### config.mk
export PLATFORM = sky130hd
export DESIGN_NAME = ksa
export DESIGN_NICKNAME = d
export VERILOG_FILES = /design/src/rtl/ksa.sv
export SDC_FILE = /design/constraint.sdc
export NUM_CORES = 1
export LEC_CHECK = 0
export CAP_MARGIN = 0
export CELL_PAD_IN_SITES_DETAIL_PLACEMENT = 0
export CELL_PAD_IN_SITES_GLOBAL_PLACEMENT = 1
export CORE_UTILIZATION = 41
export DETAILED_ROUTE_END_ITERATION = 10
export GPL_TIMING_DRIVEN = 0
export HOLD_SLACK_MARGIN = 0.03
export PLACE_DENSITY_LB_ADDON = 0.1
export SLEW_MARGIN = 5
export SYNTH_ARGS = -nofsm -noshare
export SYNTH_HDL_FRONTEND = slang
export SYNTH_SLANG_ARGS = --single-unit
### constraint.sdc
create_clock -name clk -period 3.3 [get_ports clk]
set_input_delay 0.66 -clock clk [delete_from_list [all_inputs] [get_ports clk]]
set_output_delay 0.66 -clock clk [all_outputs]
set_load 0.005 [all_outputs]
### src/rtl/ksa.sv
// rtl/ksa.sv - RC4 key-scheduling stage permuting a 256x8 single-port S memory in place.
// Optional macro KSA_CYCLE_COUNT_EN adds a 16-bit busy-cycle counter output.
module ksa #(
  parameter int KEY_BYTES = 3
) (
  input  logic                   clk,
  input  logic                   rst,
  input  logic                   en,
  output logic                   rdy,
  input  logic [8*KEY_BYTES-1:0] key,
  output logic [7:0]             addr,
  input  logic [7:0]             rddata,
  output logic [7:0]             wrdata,
  output logic                   wren
`ifdef KSA_CYCLE_COUNT_EN
  ,
  output logic [15:0]            cycles
`endif
);

  localparam int KW = (KEY_BYTES > 1) ? $clog2(KEY_BYTES) : 1;

  typedef enum logic [2:0] {
    S_IDLE,
    S_RD_I,
    S_LAT_I,
    S_RD_J,
    S_LAT_J,
    S_WR_I,
    S_WR_J
  } state_t;

  state_t                 r_state;
  logic [7:0]             r_i;
  logic [7:0]             r_j;
  logic [7:0]             r_si;
  logic [KW-1:0]          r_kidx;
  logic [8*KEY_BYTES-1:0] r_key;

  logic [7:0]             w_keybyte;
  logic [7:0]             w_jn;

  // Byte 0 of the key sits in the most significant position.
  always_comb begin
    w_keybyte = 8'd0;
    for (int k = 0; k < KEY_BYTES; k++) begin
      if (r_kidx == KW'(k)) begin
        w_keybyte = r_key[8*(KEY_BYTES-1-k) +: 8];
      end
    end
  end

  assign w_jn = r_j + rddata + w_keybyte;

  always_ff @(posedge clk) begin
    if (rst) begin
      r_state <= S_IDLE;
      rdy     <= 1'b1;
      wren    <= 1'b0;
      addr    <= 8'd0;
      wrdata  <= 8'd0;
      r_i     <= 8'd0;
      r_j     <= 8'd0;
      r_si    <= 8'd0;
      r_kidx  <= '0;
      r_key   <= '0;
    end else begin
      case (r_state)
        S_IDLE: begin
          wren <= 1'b0;
          if (en) begin
            r_state <= S_RD_I;
            rdy     <= 1'b0;
            r_i     <= 8'd0;
            r_j     <= 8'd0;
            r_kidx  <= '0;
            r_key   <= key;
            addr    <= 8'd0;
          end
        end
        S_RD_I: begin
          r_state <= S_LAT_I;
        end
        S_LAT_I: begin
          r_si    <= rddata;
          r_j     <= w_jn;
          addr    <= w_jn;
          r_state <= S_RD_J;
        end
        S_RD_J: begin
          r_state <= S_LAT_J;
        end
        // rddata here is S[j]; it goes straight out as the S[i] write data.
        S_LAT_J: begin
          addr    <= r_i;
          wrdata  <= rddata;
          wren    <= 1'b1;
          r_state <= S_WR_I;
        end
        S_WR_I: begin
          addr    <= r_j;
          wrdata  <= r_si;
          r_state <= S_WR_J;
        end
        S_WR_J: begin
          wren <= 1'b0;
          if (r_i == 8'd255) begin
            r_state <= S_IDLE;
            rdy     <= 1'b1;
            addr    <= 8'd0;
          end else begin
            r_i     <= r_i + 8'd1;
            addr    <= r_i + 8'd1;
            r_kidx  <= (r_kidx == KW'(KEY_BYTES-1)) ? '0 : r_kidx + 1'b1;
            r_state <= S_RD_I;
          end
        end
        default: begin
          r_state <= S_IDLE;
          rdy     <= 1'b1;
          wren    <= 1'b0;
          addr    <= 8'd0;
        end
      endcase
    end
  end

`ifdef KSA_CYCLE_COUNT_EN
  always_ff @(posedge clk) begin
    if (rst) begin
      cycles <= 16'd0;
    end else if (rdy && en) begin
      cycles <= 16'd0;
    end else if (!rdy) begin
      cycles <= cycles + 16'd1;
    end
  end
`endif

endmodule

[Word level (Yosys, flattened, before mapping)]
Index checks and enable logic that the tools add are counted.
W data, S select, Z words.
Operators by class
  $lt $le $gt $ge: 0
  add/sub/neg operators: 4
  equal/unequal tests: 12
  shifts and indexed selects: 0
  bitwise gates (word level): 2
  mux-type cells: 21
  multiply operators: 0
  div/mod/pow operators: 0
  reductions and logical operators: 13
Operators by type and width (count)
  $mux W8: 6
  $pmux W8 S2: 3
  $pmux W8 S6: 1
  $pmux W3 S7: 1
  $add A8 B8 Y8: 2
  $eq A3 B3 Y1 const B: 3
  $add A8 B1 Y8 const B: 1
  $eq A8 B8 Y1 const B: 1
  $eq A3 B2 Y1 const B: 2
  $mux W2: 3
  $ne A2 B2 Y1 const B: 3
  $reduce_and A2 Y1: 3
  $reduce_and A3 Y1: 2
  $reduce_bool A2 Y1: 3
  $reduce_or A5 Y1: 1
  $pmux W2 S2: 1
  $reduce_or A4 Y1: 1
  $eq A3 B1 Y1 const B: 1
  $logic_not A3 Y1: 1
  $mux W1: 3
  $mux W3: 1
  $pmux W1 S3: 1
  $add A2 B1 Y2 const B: 1
  $eq A2 B1 Y1 const B: 1
  other kinds (5): 6
Word-level totals
  register bits after elaboration: 71
  memory bits (read-only): 0
  output and inout port bits: 18
  input bits: 35
  memories: 0
  bits in latches: 0
  bits in writable memories: 0

[Depth between registers and ports, before layout]
Gate-level depths: netlist of run 1.
  depth in word-level cells: 6
  gate-level depth with buffers: 13

[Least setup slack after synthesis of run 1]
OpenSTA, ideal clock, no wires.
  path type: register to register
  start: register r_kidx[1]
  end: register addr[7]
  cell stages (with the launch flop): 13
  buffers on the path: 1
  library setup time: 0.132 ns
  arrival time: 2.522 ns
  setup slack: 0.646 ns
  required time: 3.168 ns
  cells stage by stage: dfxtp_1 > buf_2 > mux2i_1 > o21ai_0 > fa_1 > ha_1 > inv_1 > fa_1 > nor2b_1 > o31ai_1 > a21oi_1 > xnor2_1 > o31ai_1
On the way
  word-level cells in the longest chain between the ends: 6
  elaborated cells between the ends (all ways): 8
  classes of those cells: 1 x add/sub; 2 x eq/ne; 4 x mux; 1 x reduce/logical
Ends and longest elaborated chain
  start, declared: RTL line 37  | logic [KW-1:0] r_kidx;
  start signal, assigned: RTL line 114  | r_kidx <= (r_kidx == KW'(KEY_BYTES-1)) ? '0 : r_kidx + 1'b1;
  $logic_not A2 Y1: RTL line 47  | if (r_kidx == KW'(k)) begin
  $mux W8 (2 in a row): RTL line 47
  $mux W8 (*): RTL line 47
  $add A8 B8 Y8 (*): RTL line 53  | assign w_jn = r_j + rddata + w_keybyte;
  $pmux W8 S6 (*): RTL line 68  | case (r_state)
  end signal, assigned: RTL line 87  | addr <= w_jn;
  end signal, assigned: RTL line 95  | addr <= r_i;
  end signal, assigned: RTL line 101  | addr <= r_j;
  end, declared: RTL line 11  | output logic [7:0] addr,
Mark *: on every way between the ends. The rest lies on a longest branch, timed or not.
A chain may end at the register's enable or synchronous reset.

[Worst setup path in the final report of run 1]
Same ends and word-level chain as after synthesis.

==> results.cfg, run 1 <==
[drt]
total_wirelength_of_the_detailed_routed_design_um = 9467
number_of_nets_with_antenna_violations_after_detailed_routing = 0
wl_per_cell_um = 15.96
drt-pass1-iter-count = 4
detailedRoute.firstIterationViolations = 110
drc = 0
vias_per_cell = 5.315
dr_total_vias = 3152

[timing]
relSlewSlack = 0.5065
worst_pin_slew_ns = 0.7340
setup_skew_after_layout_ns = 0.009424
timing.final.hold_violations = 0
rsz0062_at_grt = false
finalSetupViolCount = 0
layout_worst_path_cycle_share = 0.9002
finalWorstPathRequiredPeriod_ns = 2.971
layout_setup_ws_ns = 0.3293
timing.fmax_mhz = 336.6
maxSlewViolCount = 0

[pwr]
leakagePower_uw = 0.001571
internal_power_uw = 1455
net-switching-power_uw = 564.4
combPwrFrac = 0.196
post_layout_total_power_uw = 2019
maximum_vdd_ir_drop_uv = 272.7
clock_power_share = 0.341
power_switching_share = 0.2795
power_per_cell_area_nw_per_um2 = 456.6
share_seq_of_total_power = 0.463

[synth]
yosys_register_bits = 71
ys_top_cells_by_area = dfxtp_1 (40%), nand2_1 (9.0%), a21oi_1 (8.0%)
post-synth-top-area-cell = dfxtp_1
synth.net_count = 471
async_reset_ff_frac = 0
synth-edff-count = 0
post_synth_instance_area_um2 = 3586
synthesis.instances = 421
synth_flop_cell = dfxtp_1
synth_sequential_area_ratio = 0.3964
ys_types = 51
syn_area_per_cell_um2 = 8.518
synth_largest_type_area_fraction = 0.3964
yosys_warnings = 0

[cts]
cts_inserted_buffers = 9
clk_path_buf_depth = 2
post-cts-setup-buffer-count = 0
insertion_delay_ns = 0.35
clock_sinks = 71
clk_transition_reported_paths_ns = 0.07
clock_tree_from_tritoncts = built
clk_root_buffer_cell = clkbuf_8
cts_hold_repair_buffers = 0
level_count_of_the_clock_h_tree = 3

[floorplan]
ios = 53
die_x_um = 95.52
floorplan.rows = 33
die_area_um2 = 9124
die_h_um = 95.52
effective_utilization_at_floorplan = 0.4299
placeable_core_area_um2 = 8341

[finish]
final_layout_size_suffix_gt1_frac = 0.09016
layout.cell_area.non_filler_um2 = 4422
insertedDiodeCount = 0
areaGrowthSynthToFinish_pct = 23.31
stdcell_count = 593
commonest_cells_after_routing_fill_and_taps_aside = nand2_1 (86), dfxtp_1 (71), a21oi_1 (57)
layout_commonest_cell = nand2_1
nets = 533

[global_routing]
grt_first_pass_wirelength_um = 14570
antenna_found_initial = 0
global_route.peak_usage_layer = met2
maximum_number_of_pins_on_one_net_before_global_route_repair = 12
grt_util_met1 = 0.2995
first_global_vias = 2813
grt_use_total = 0.2171
gr-usage-met2 = 0.3429
grt-ovfl-total = 0
grtUsageMet3 = 0.04067

[worst_setup_path]
path_class = register to register
worstPathMaxFanout = 10
startpoint_type = register
worst-r2r-cell-count = 12
worstPathBufferInverterCount = 2
setup.worst_path.end_class = register
critPathTopFamily = adder cells
critical_path_cell_count = 12
worstPathCellList = clkbuf_4 -> mux2i_1 -> o21ai_0 -> fa_1 -> ha_1 -> inv_1 -> fa_1 -> nor2b_1 -> o31ai_1 -> a21oi_1 -> xnor2_1 -> o31ai_1
data_arrival_critical_path_ns = 3.19
worst_ep_required_time_ns = 3.52
worst_path_max_delay_cell = fa_1
cpPeakStageDelay_ns = 0.54

[hold_path]
worstHoldPathCells = 2
min_path_type = register to register

[placement]
placement.cell_area_um2 = 4228
cell_count_after_placement = 577
pre_cts_worst_setup_slack_ns = -0.008771
detailedPlacementHpwl_um = 7181
io_buffer_count = 51
globalplace.congestion = 0.8102

[run_status]
result_of_the_run = complete, no violations

[job]
max_cap_violations = 0
==> power groups by stage <==
stage	clock [uW]	combinational [uW]	sequential (uW)
CTS	700	399	935
global placement	0	392	954
detailed placement	0	397	955
global route	739	438	941
floorplan	0	255	947
finish	689	395	935
==> layer usage <==
| layer | routed length, um | vias up |
|---|---|---|
| li1 | - | 1583 |
| met1 | 4589 | 1497 |
| met2 | 4361 | 68 |
| met3 | 462 | 4 |
| met4 | 54 | 0 |
| met5 | 0 | - |
==> worst reg2reg max path: cells and delay by family, from the launching register on <==
kind            cells  cell delay (ns)
mux                 1             0.20
compound gates      4             0.52
simple gates        1             0.17
fa+ha+maj           3             1.13
flops               1             0.33
xor+xnor            1             0.19
buf+inv             2             0.31
==> cell type report <==
class                      count  area [um^2]
inverter                       9        33.78
buffer                        29        168.9
sequential                    71         1421
fill                         853         3919
tap                          105        131.4
multi-input combinational    312         1966
clock inverter                 4        45.04
clock buffer                  12        145.1
timing repair buffer          51        510.5
==> cells by family after synthesis <==
logic type / synth area share
flip-flops: 0.3964
XOR/XNOR: 0.02687
buffers and inverters: 0.05547
adder cells (fa/ha/maj): 0.06908
AO/OA/AOI/OAI: 0.1860
AND/OR/NAND/NOR: 0.1978
multiplexers: 0.06839
==> cells in the mapped netlist, types with 3 or more instances <==
cell type / number
a211oi_1: 11
a21oi_1: 57
a222oi_1: 4
a22oi_1: 3
buf_2: 8
buf_6: 5
clkbuf_1: 12
dfxtp_1: 71
fa_1: 8
ha_1: 7
inv_1: 9
mux2_2: 4
mux2i_1: 20
nand2_1: 86
nand2b_1: 3
nand3_1: 6
nand3b_1: 5
nor2_1: 32
nor3_1: 5
nor4_1: 3
o21ai_0: 13
o21bai_1: 3
o31ai_1: 4
xnor2_1: 10
==> worst paths after layout <==
kind / startpoint / endpoint / slack, ns
min reg2reg: r_key[2] / r_key[2] / 0.46
min: r_key[2] / r_key[2] / 0.46
max reg2reg: r_kidx[1] / addr[7] / 0.33
max: r_kidx[1] / addr[7] / 0.33
==> registers in the layout (all words and copies together) (netlist names) <==
| register | cells |
|---|---|
| addr | 8 |
| wrdata | 8 |
| r_i | 8 |
| r_si | 8 |
| rdy | 1 |
| r_kidx | 2 |
| r_key | 24 |
| r_j | 8 |
| wren | 1 |
| r_state | 3 |
==> metrics by stage <==
| stage | hold WS [ns] | util | TNS [ns] |
|---|---|---|---|
| 2_1_floorplan | 0.4357 | - | 0 |
| 3_3_place_gp | 0.4419 | 0.5069 | 0 |
| 3_5_place_dp | 0.4470 | 0.5069 | -0.008771 |
| 4_1_cts | 0.4568 | 0.5297 | 0 |
| 5_1_grt | 0.4758 | 0.5302 | 0 |
| 6_report | 0.4559 | 0.5302 | 0 |
==> timing repair <==
action / in CTS / in global routing
endpoints found under the hold margin: 0 / 0
endpoints found under the setup margin: 0 / 1
resized for setup: 0 / 3
No activity file was read; power rests on OpenSTA's default activity.
==> run 2, diff against run 1 <==
--- a/config.mk
+++ b/config.mk
@@ -5,7 +5,6 @@
 export SDC_FILE = /design/constraint.sdc
 export NUM_CORES = 1
 export LEC_CHECK = 0
-export CAP_MARGIN = 0
 export CELL_PAD_IN_SITES_DETAIL_PLACEMENT = 0
 export CELL_PAD_IN_SITES_GLOBAL_PLACEMENT = 1
 export CORE_UTILIZATION = 41
@@ -13,7 +12,7 @@
 export GPL_TIMING_DRIVEN = 0
 export HOLD_SLACK_MARGIN = 0.03
 export PLACE_DENSITY_LB_ADDON = 0.1
-export SLEW_MARGIN = 5
+export SKIP_LAST_GASP = 1
 export SYNTH_ARGS = -nofsm -noshare
 export SYNTH_HDL_FRONTEND = slang
 export SYNTH_SLANG_ARGS = --single-unit
==> results of run 2 <==
No change in the layout: final DEF, timing and power equal those of run 1.
==> run 3, diff against run 2 <==
--- a/config.mk
+++ b/config.mk
@@ -7,7 +7,7 @@
 export LEC_CHECK = 0
 export CELL_PAD_IN_SITES_DETAIL_PLACEMENT = 0
 export CELL_PAD_IN_SITES_GLOBAL_PLACEMENT = 1
-export CORE_UTILIZATION = 41
+export CORE_UTILIZATION = 37
 export DETAILED_ROUTE_END_ITERATION = 10
 export GPL_TIMING_DRIVEN = 0
 export HOLD_SLACK_MARGIN = 0.03
==> constraint.sdc (replaced) <==
create_clock -name clk -period 2.5 [get_ports clk]
set_input_delay 0.5 -clock clk [delete_from_list [all_inputs] [get_ports clk]]
set_output_delay 0.5 -clock clk [all_outputs]
set_load 0.005 [all_outputs]
==> results.cfg, run 3 (same netlist as run 1, synthesis figures left out) <==
[run_status]
result_of_the_run = finished, violations left
violated_checks = setup timing

[timing]
finalSetupViolCount = 7
worst_pin_slew_ns = 0.6561
finalWorstPathRequiredPeriod_ns = 2.699
timing.final.hold_violations = 0
layout_setup_ws_ns = -0.1990
rsz0062_at_grt = true
relSlewSlack = 0.5626
timing.fmax_mhz = 370.5
final.hold.worst_slack_ns = 0.4597
maxSlewViolCount = 0
setup_skew_after_layout_ns = 0.008383
layout_worst_path_cycle_share = 1.080

[pwr]
maximum_vdd_ir_drop_uv = 380.8
leakagePower_uw = 0.001670
power_per_cell_area_nw_per_um2 = 608.1

[global_routing]
antenna_found_initial = 0
grt_util_met1 = 0.2695
grt-ovfl-total = 0
gr-usage-met2 = 0.3346
grt_use_total = 0.2035
first_global_vias = 3013
global_route.peak_usage_layer = met2
grt_first_pass_wirelength_um = 15480
maximum_number_of_pins_on_one_net_before_global_route_repair = 12
grtUsageMet3 = 0.04526

[worst_setup_path]
worstPathMaxFanout = 3
worst_ep_required_time_ns = 2.71
data_arrival_critical_path_ns = 2.91
crit-reg2reg-launch = r_kidx[1]
worstPathCellList = clkdlybuf4s50_1 -> fa_1 -> ha_4 -> inv_2 -> fa_2 -> nor2b_4 -> o31ai_4 -> a21oi_2 -> xnor2_1 -> o31ai_1
worst_path_max_delay_cell = fa_1
critical_path.startpoint = rddata[1]
startpoint_type = input port
path_class = input port to register
cpPeakStageDelay_ns = 0.62
setup.worst_path.end_class = register

[finish]
layout_commonest_cell = nand2_1
max_reg_flops = 24
areaGrowthSynthToFinish_pct = 32.07
nFillCells = 930
insertedDiodeCount = 0
nets = 543
final_layout_size_suffix_gt1_frac = 0.1627
stdcell_count = 627
commonest_cells_after_routing_fill_and_taps_aside = nand2_1 (84), dfxtp_1 (70), a21oi_1 (53)
registers.top_by_ff_count = r_key

[placement]
cell_count_after_placement = 601
io_buffer_count = 51
globalplace.congestion = 0.7730
detailedPlacementHpwl_um = 7244
pre_cts_worst_setup_slack_ns = -0.5966

[drt]
total_wirelength_of_the_detailed_routed_design_um = 9935
vias_per_cell = 5.064
drt-pass1-iter-count = 4
wl_per_cell_um = 15.85
dr_total_vias = 3175
drc = 0
detailedRoute.firstIterationViolations = 111
number_of_nets_with_antenna_violations_after_detailed_routing = 0

[cts]
insertion_delay_ns = 0.35
clock_tree_from_tritoncts = built
clock_sinks = 71
clk_root_buffer_cell = clkbuf_8
level_count_of_the_clock_h_tree = 3
cts_hold_repair_buffers = 0
cts_inserted_buffers = 9
clk_path_buf_depth = 2
clk_transition_reported_paths_ns = 0.07

[hold_path]
hold_path_startpoint = r_si[7]
min_path_type = register to register

[floorplan]
die_area_um2 = 10090
die_h_um = 100.4
floorplan.rows = 35
placeable_core_area_um2 = 9328
die_x_um = 100.4
effective_utilization_at_floorplan = 0.3844
ios = 53

[job]
max_cap_violations = 0
## run 3: critical path, delay by kind of cell
family                   cells  cell delay (ns)
buffers and inverters        2             0.58
adder cells (fa/ha/maj)      3             1.16
AND/OR/NAND/NOR              1             0.17
AO/OA/AOI/OAI                3             0.32
XOR/XNOR                     1             0.17
## run 3: what timing repair did
| item | 4_1_cts | 5_1_grt |
|---|---|---|
| setup endpoints to repair | 10 | 12 |
| cloned | 0 | 0 |
| buffers inserted | 8 | 3 |
| pin swaps | 10 | 16 |
| resized for setup | 15 | 26 |
## run 3: report_power, final
| group | switching, uW | internal [uW] |
|---|---|---|
| Clock | 428 | 616 |
| Sequential | 42.9 | 1190 |
| Combinational | 313 | 286 |
## run 3: final timing paths
kind	cells past startpoint	slack, ns	end
setup / recovery	10	-0.20	addr[7]
hold / removal	2	0.46	r_si[7]
setup reg to reg	12	-0.20	addr[7]
hold reg to reg	2	0.46	r_si[7]
## run 3: metal layers
metal	wire, um	up-vias
met5	0	-
met4	78	0
met3	398	6
met2	4715	70
met1	4744	1497
li1	-	1602
## run 3: through the flow
step / total power, uW / utilization / TNS, ns / cell area (um^2)
floorplan: 1588 / - / -0.0004237 / 3600
global placement: 1783 / 0.4579 / -4.478 / 4272
detailed placement: 1788 / 0.4579 / -4.566 / 4272
CTS: 2860 / 0.4943 / -0.7505 / 4611
global route: 3021 / 0.5077 / -1.690 / 4736
finish: 2880 / 0.5077 / -0.8090 / 4736
## run 3: area by class of cell
type	count	area [um^2]	share of cell area
Inverter	9	33.78	0.007133
Timing Repair Buffer	62	604.3	0.1276
Multi-Input combinational cell	312	2117	0.4470
Tap cell	129	161.4	0.03408
Sequential cell	71	1423	0.3004
Buffer	28	172.7	0.03646
Clock buffer	13	158.9	0.03355
Clock inverter	3	65.06	0.01374
